===== config.mk =====
export PLATFORM = sky130hd
export DESIGN_NAME = scr1_tcm_loader
export DESIGN_NICKNAME = d
export VERILOG_FILES = /design/src/rtl/scr1_tcm_loader.sv
export SDC_FILE = /design/constraint.sdc
export NUM_CORES = 1
export LEC_CHECK = 0
export ABC_AREA = 1
export CORE_MARGIN = 2
export CORE_UTILIZATION = 30
export CTS_BUF_LIST = sky130_fd_sc_hd__clkbuf_8
export DETAILED_ROUTE_END_ITERATION = 12
export PLACE_DENSITY = 0.44
export SLEW_MARGIN = 15
export SYNTH_ARGS = -nofsm -noshare
export SYNTH_HDL_FRONTEND = slang
export SYNTH_SLANG_ARGS = --single-unit
export TNS_END_PERCENT = 50

===== constraint.sdc =====
create_clock -name clk -period 3.5 [get_ports clk]
set_input_delay 0.7 -clock clk [delete_from_list [all_inputs] [get_ports clk]]
set_output_delay 0.7 -clock clk [all_outputs]
set_load 0.03 [all_outputs]

===== src/rtl/scr1_tcm_loader.sv =====
// scr1_tcm_loader
//   Boot-time initiator for TCM port B. Receives a length-prefixed byte stream,
//   packs little-endian 32-bit words and writes them with byte enables. The core
//   is held in reset until the whole image has been written.
//
//   Frame: 4 length bytes N (LE), then N payload bytes, then one checksum byte
//   when SCR1_TCM_LOADER_CKSUM_EN is defined.
//
//   Build option:
//     SCR1_TCM_LOADER_CKSUM_EN  - checks a trailing mod-256 sum byte after the
//                                 payload. Without it the checksum state and the
//                                 sum register are not built.
//
//   state | meaning
//   ------+-----------------------------------------------------------------
//   LEN   | collecting the four little-endian length bytes
//   DATA  | collecting payload bytes, one word write per full/last word
//   CKSUM | waiting for the checksum byte (SCR1_TCM_LOADER_CKSUM_EN only)
//   DONE  | image loaded, core released; held until rst
//   ERR   | bad length or checksum; core kept in reset until rst

module scr1_tcm_loader #(
    parameter int unsigned SCR1_WIDTH  = 32,
    parameter int unsigned SCR1_SIZE   = 32'h0001_0000,
    parameter int unsigned SCR1_NBYTES = SCR1_WIDTH / 8
) (
    input  logic                            clk,
    input  logic                            rst,
    input  logic [7:0]                      in_data,
    input  logic                            in_valid,
    output logic                            in_ready,
    output logic                            wenb,
    output logic [SCR1_NBYTES-1:0]          webb,
    output logic [$clog2(SCR1_SIZE)-3:0]    addrb,
    output logic [SCR1_WIDTH-1:0]           datab,
    output logic                            renb,
    output logic                            core_rst_n,
    output logic                            load_done,
    output logic                            load_err
);

    localparam int unsigned AW = $clog2(SCR1_SIZE);
    localparam int unsigned LW = $clog2(SCR1_NBYTES);

    localparam logic [AW:0]    REM_ONE   = {{AW{1'b0}}, 1'b1};
    localparam logic [AW-1:0]  IDX_ONE   = {{(AW-1){1'b0}}, 1'b1};
    localparam logic [LW-1:0]  LANE_LAST = {LW{1'b1}};
    localparam logic [1:0]     LEN_LAST  = 2'd3;
    localparam logic [1:0]     LEN_ONE   = 2'd1;

`ifdef SCR1_TCM_LOADER_CKSUM_EN
    typedef enum logic [2:0] {
        ST_LEN   = 3'd0,
        ST_DATA  = 3'd1,
        ST_CKSUM = 3'd2,
        ST_DONE  = 3'd3,
        ST_ERR   = 3'd4
    } state_t;
`else
    typedef enum logic [2:0] {
        ST_LEN   = 3'd0,
        ST_DATA  = 3'd1,
        ST_DONE  = 3'd3,
        ST_ERR   = 3'd4
    } state_t;
`endif

    state_t                     state;
    state_t                     state_nxt;

    logic                       rdy_q;
    logic                       accepting;
    logic                       accept;

    logic [1:0]                 len_cnt;
    logic [23:0]                len_lo;
    logic [31:0]                len_full;
    logic                       len_over;
    logic                       len_zero;

    // rem counts payload bytes still expected; idx is the byte offset in the image
    logic [AW:0]                rem;
    logic [AW-1:0]              idx;
    logic [LW-1:0]              lane;
    logic                       last_byte;
    logic                       word_full;
    logic                       issue;

    logic [SCR1_NBYTES-1:0]     mask;
    logic [SCR1_NBYTES-1:0]     lane_bit;
    logic [SCR1_WIDTH-1:0]      acc;
    logic [SCR1_WIDTH-1:0]      acc_merged;

    logic                       payload_end_to_cksum;
    logic                       cksum_ok;

    assign renb = 1'b0;

    // Handshake: ready only in byte-consuming states, and not in the cycle after reset
    assign accepting = (state == ST_LEN) || (state == ST_DATA)
`ifdef SCR1_TCM_LOADER_CKSUM_EN
                       || (state == ST_CKSUM)
`endif
                       ;
    assign in_ready  = rdy_q && accepting;
    assign accept    = in_valid && in_ready;

    assign len_full  = {in_data, len_lo};
    assign len_over  = len_full > SCR1_SIZE;
    assign len_zero  = (len_full == 32'd0);

    assign lane      = idx[LW-1:0];
    assign last_byte = (rem == REM_ONE);
    assign word_full = (lane == LANE_LAST);
    assign issue     = word_full || last_byte;

`ifdef SCR1_TCM_LOADER_CKSUM_EN
    assign payload_end_to_cksum = 1'b1;
`else
    assign payload_end_to_cksum = 1'b0;
`endif

    // Merge the incoming byte into the word being assembled
    always_comb begin
        lane_bit       = '0;
        lane_bit[lane] = 1'b1;
        acc_merged     = acc;
        acc_merged[{lane, 3'b000} +: 8] = in_data;
    end

`ifdef SCR1_TCM_LOADER_CKSUM_EN
    logic [7:0] sum;

    // Running mod-256 sum of the payload bytes
    always_ff @(posedge clk) begin
        if (!rst) begin
            sum <= 8'd0;
        end else if (accept && (state == ST_DATA)) begin
            sum <= sum + in_data;
        end
    end

    assign cksum_ok = (in_data == sum);
`else
    assign cksum_ok = 1'b0;
`endif

    // State register
    always_ff @(posedge clk) begin
        if (!rst) begin
            state <= ST_LEN;
        end else begin
            state <= state_nxt;
        end
    end

    // Next-state and status outputs
    always_comb begin
        state_nxt  = state;
        core_rst_n = 1'b0;
        load_done  = 1'b0;
        load_err   = 1'b0;
        case (state)
            ST_LEN: begin
                if (accept && (len_cnt == LEN_LAST)) begin
                    if (len_over) begin
                        state_nxt = ST_ERR;
                    end else if (len_zero) begin
`ifdef SCR1_TCM_LOADER_CKSUM_EN
                        state_nxt = payload_end_to_cksum ? ST_CKSUM : ST_DONE;
`else
                        state_nxt = ST_DONE;
`endif
                    end else begin
                        state_nxt = ST_DATA;
                    end
                end
            end
            ST_DATA: begin
                // The final word write is registered on this same edge, so the
                // next state is entered together with the last wenb pulse.
                if (accept && last_byte) begin
`ifdef SCR1_TCM_LOADER_CKSUM_EN
                    state_nxt = payload_end_to_cksum ? ST_CKSUM : ST_DONE;
`else
                    state_nxt = ST_DONE;
`endif
                end
            end
`ifdef SCR1_TCM_LOADER_CKSUM_EN
            ST_CKSUM: begin
                if (accept) begin
                    state_nxt = cksum_ok ? ST_DONE : ST_ERR;
                end
            end
`endif
            ST_DONE: begin
                core_rst_n = 1'b1;
                load_done  = 1'b1;
            end
            ST_ERR: begin
                load_err = 1'b1;
            end
            default: begin
                state_nxt = ST_LEN;
            end
        endcase
    end

    // Length capture, word assembly and the registered port-B write
    always_ff @(posedge clk) begin
        if (!rst) begin
            rdy_q   <= 1'b0;
            len_cnt <= 2'd0;
            len_lo  <= 24'd0;
            rem     <= '0;
            idx     <= '0;
            mask    <= '0;
            acc     <= '0;
            wenb    <= 1'b0;
            webb    <= '0;
            addrb   <= '0;
            datab   <= '0;
        end else begin
            rdy_q <= 1'b1;
            wenb  <= 1'b0;
            webb  <= '0;
            if (accept) begin
                case (state)
                    ST_LEN: begin
                        len_cnt <= len_cnt + LEN_ONE;
                        len_lo  <= {in_data, len_lo[23:8]};
                        if (len_cnt == LEN_LAST) begin
                            rem <= len_full[AW:0];
                            idx <= '0;
                        end
                    end
                    ST_DATA: begin
                        idx <= idx + IDX_ONE;
                        rem <= rem - REM_ONE;
                        if (issue) begin
                            wenb  <= 1'b1;
                            webb  <= mask | lane_bit;
                            addrb <= idx[AW-1:LW];
                            datab <= acc_merged;
                            // Clear so a short last word carries no bytes from the previous one
                            mask  <= '0;
                            acc   <= '0;
                        end else begin
                            mask  <= mask | lane_bit;
                            acc   <= acc_merged;
                        end
                    end
                    default: begin
                    end
                endcase
            end
        end
    end

endmodule

==> impl_metrics.json <==
{
  "status": "complete, no violations",
  "async_flop_share_pct": 0,
  "htree_num_levels": 4,
  "leakagePower_nw": 3.100,
  "ios": 67,
  "worst_hold_path_type": "register to register",
  "die_h_um": 156.0,
  "maxCapViolCount": 0,
  "worst_slew_pin_slew_ps": 1100,
  "drive_above_1_share_pct": 8.609,
  "max-slew-margin-rel_pct": 26.59,
  "place_hpwl_um": 13060,
  "hold_buffers": 0,
  "cts_sinks": 150,
  "path_depth": 5,
  "syn2layout_area_growth_pct": 16.75,
  "syn_area_um2": 6932,
  "grt_overflow_total": 0,
  "drt_first_pass_iters": 5,
  "slew_viol_final": 0,
  "antenna_found_initial": 0,
  "tns_ps": 0,
  "dieWidth_um": 156.0,
  "worstPathRequired_ps": 2800,
  "grt_start_max_net_pins": 49,
  "drc": 0,
  "whs_path_depth": 2,
  "synth.distinct_cells": 39,
  "yosysWarnings": 0,
  "synth_area_per_cell_um2": 7.351,
  "synthFlopType": "dfxtp_1",
  "path_clk_slew_ps": 80,
  "grt_use_total_pct": 16.00,
  "cts_buffers": 17,
  "drtIter0Drc": 332,
  "final_cell_mix": "nand2_1, dfxtp_1, nor2_1, inv_1, nand3_1",
  "cts_tree": "built",
  "port_buffers": 65,
  "fin_crit_sh_pct": 77.62,
  "synth-seq-cells": 150,
  "arrival_ps": 2020,
  "startpoint_type": "register",
  "maxClockFrequency_ghz": 0.3681,
  "fillCellCount": 2445,
  "initial_core_util_pct": 30.62,
  "rows": 55,
  "ir_worst_vdd_uv": 193.0,
  "postCtsResizedCells": 0,
  "fin_skew_ps": 18.14,
  "yosysSeqAreaShare_pct": 43.32,
  "wl_um": 19060,
  "final_util_pct": 35.74,
  "crit_buf_inv": 3,
  "rr_worst_depth": 7,
  "final_common_cell": "nand2_1",
  "path_class": "register to primary output",
  "gp_congestion": 0.7610,
  "whs_ps": 448.9,
  "first_global_vias": 5765,
  "n_antenna_cell": 0,
  "finalSetupViolCount": 0,
  "postRouteAntennaNets": 0,
  "synth_cells": 943,
  "cp_max_fo": 5,
  "grt_setup_unrepaired": "false",
  "hold_viol": 0,
  "synth_edf_count": 0,
  "routed-via-count": 6037,
  "cp_cell_sequence": "inv_2 -> nor2_1 -> nand2_1 -> inv_1 -> clkdlybuf4s50_1",
  "clock_path_buffers": 2,
  "wire_per_inst_um": 14.84,
  "die-area_um2": 24340,
  "final_net_count": 1008,
  "end_kind": "primary output",
  "syn_nets": 965,
  "min_period_ps": 2717,
  "finalInstanceArea_um2": 8093,
  "cpPeakStageDelay_ps": 660,
  "core_um2": 22640,
  "dpl_cell_area_um2": 7701,
  "cp_top_family": "buffers and inverters",
  "clockRootBuffer": "clkbuf_8",
  "viasPerCell": 4.702,
  "powerDensity_nw_per_um2": 430.0,
  "clk_latency_ps": 460,
  "post_cts_buffers": 0,
  "cp_slowest_cell": "clkdlybuf4s50_1",
  "grt_pass1_wl_um": 31020
}
sequential cells by signal (all words and copies together) (netlist names):
signal	count
len_lo	24
rem	17
wenb	1
len_cnt	2
acc	32
addrb	14
state	3
idx	16
datab	32
mask	4
rdy_q	1
webb	4
cells by family (layout without fill, tap and decap cells):
| kind of cell | count (synthesis) | in the layout | synth area share, % |
|---|---|---|---|
| compound gates | 192 | 192 | 16.88 |
| xor+xnor | 3 | 3 | 0.3791 |
| fa+ha+maj | 11 | 11 | 1.986 |
| buf+inv | 151 | 207 | 9.856 |
| flops | 150 | 150 | 43.32 |
| mux | 1 | 1 | 0.1444 |
| other cells | 1 | 1 | 0.05410 |
| simple gates | 434 | 434 | 27.38 |
per-layer routing:
metal | global-route usage, % | vias to the layer above | share of wire (%)
met2 | 25.73 | 86 | 46
met1 | 22.08 | 2747 | 51
met3 | 3.250 | 10 | 2.9
li1 | - | 3194 | -
met5 | 0 | - | 0
met4 | 3.713 | 0 | 0.93
cell usage after synthesis, types with 6 or more instances:
| cell type | n | area share, % |
|---|---|---|
| dfxtp_1 | 150 | 43 |
| clkbuf_1 | 13 | 0.70 |
| nor3_1 | 9 | 0.65 |
| o22ai_1 | 16 | 1.4 |
| nand3_1 | 80 | 5.8 |
| buf_2 | 18 | 1.3 |
| o21ai_0 | 49 | 3.5 |
| ha_1 | 11 | 2.0 |
| inv_1 | 94 | 5.1 |
| a211oi_1 | 8 | 0.87 |
| nor4_1 | 8 | 0.72 |
| a21oi_1 | 73 | 5.3 |
| buf_4 | 6 | 0.65 |
| o21ai_1 | 18 | 1.3 |
| nand4_1 | 16 | 1.4 |
| buf_6 | 9 | 1.5 |
| nand2_1 | 165 | 8.9 |
| a211oi_2 | 20 | 3.6 |
| nor2_1 | 137 | 7.4 |
final timing paths:
kind	start	endpoint	slack (ps)
setup / recovery	state[0]	load_done	780
hold / removal	mask[3]	mask[3]	450
setup reg to reg	state[0]	idx[4]	1370
hold reg to reg	mask[3]	mask[3]	450
power by group:
group          switching [mW]  internal (mW)
Clock                   0.747          0.599
Combinational           0.250          0.107
Sequential             0.0344           1.74
through the flow:
step	setup slack, ps	power [mW]	instances
2_1_floorplan	1665	2.075	943
3_3_place_gp	915.2	2.180	1252
5_1_grt	650.7	3.645	1284
6_report	783.4	3.480	1284
4_1_cts	732.6	3.534	1284
3_5_place_dp	910.0	2.181	1252
final cells by class:
class	instances	area (µm²)	share of cell area [%]
clock inverters	14	143.9	1.778
inverters	101	382.9	4.731
clock buffers	18	247.7	3.061
repair buffers	74	713.2	8.813
well taps	285	356.6	4.406
flip-flops and latches	150	3003	37.11
multi-input cells	642	3246	40.11
worst register-to-register path, cell delays in order (launching register included):
cell and delay, ps:
dfxtp_1 470, inv_2 140, nor2_4 140, inv_2 120, nand2_1 370, nand2_1 400, a31o_2 340, a21oi_1 100
Note: power is estimated with default switching activity, not from simulation.
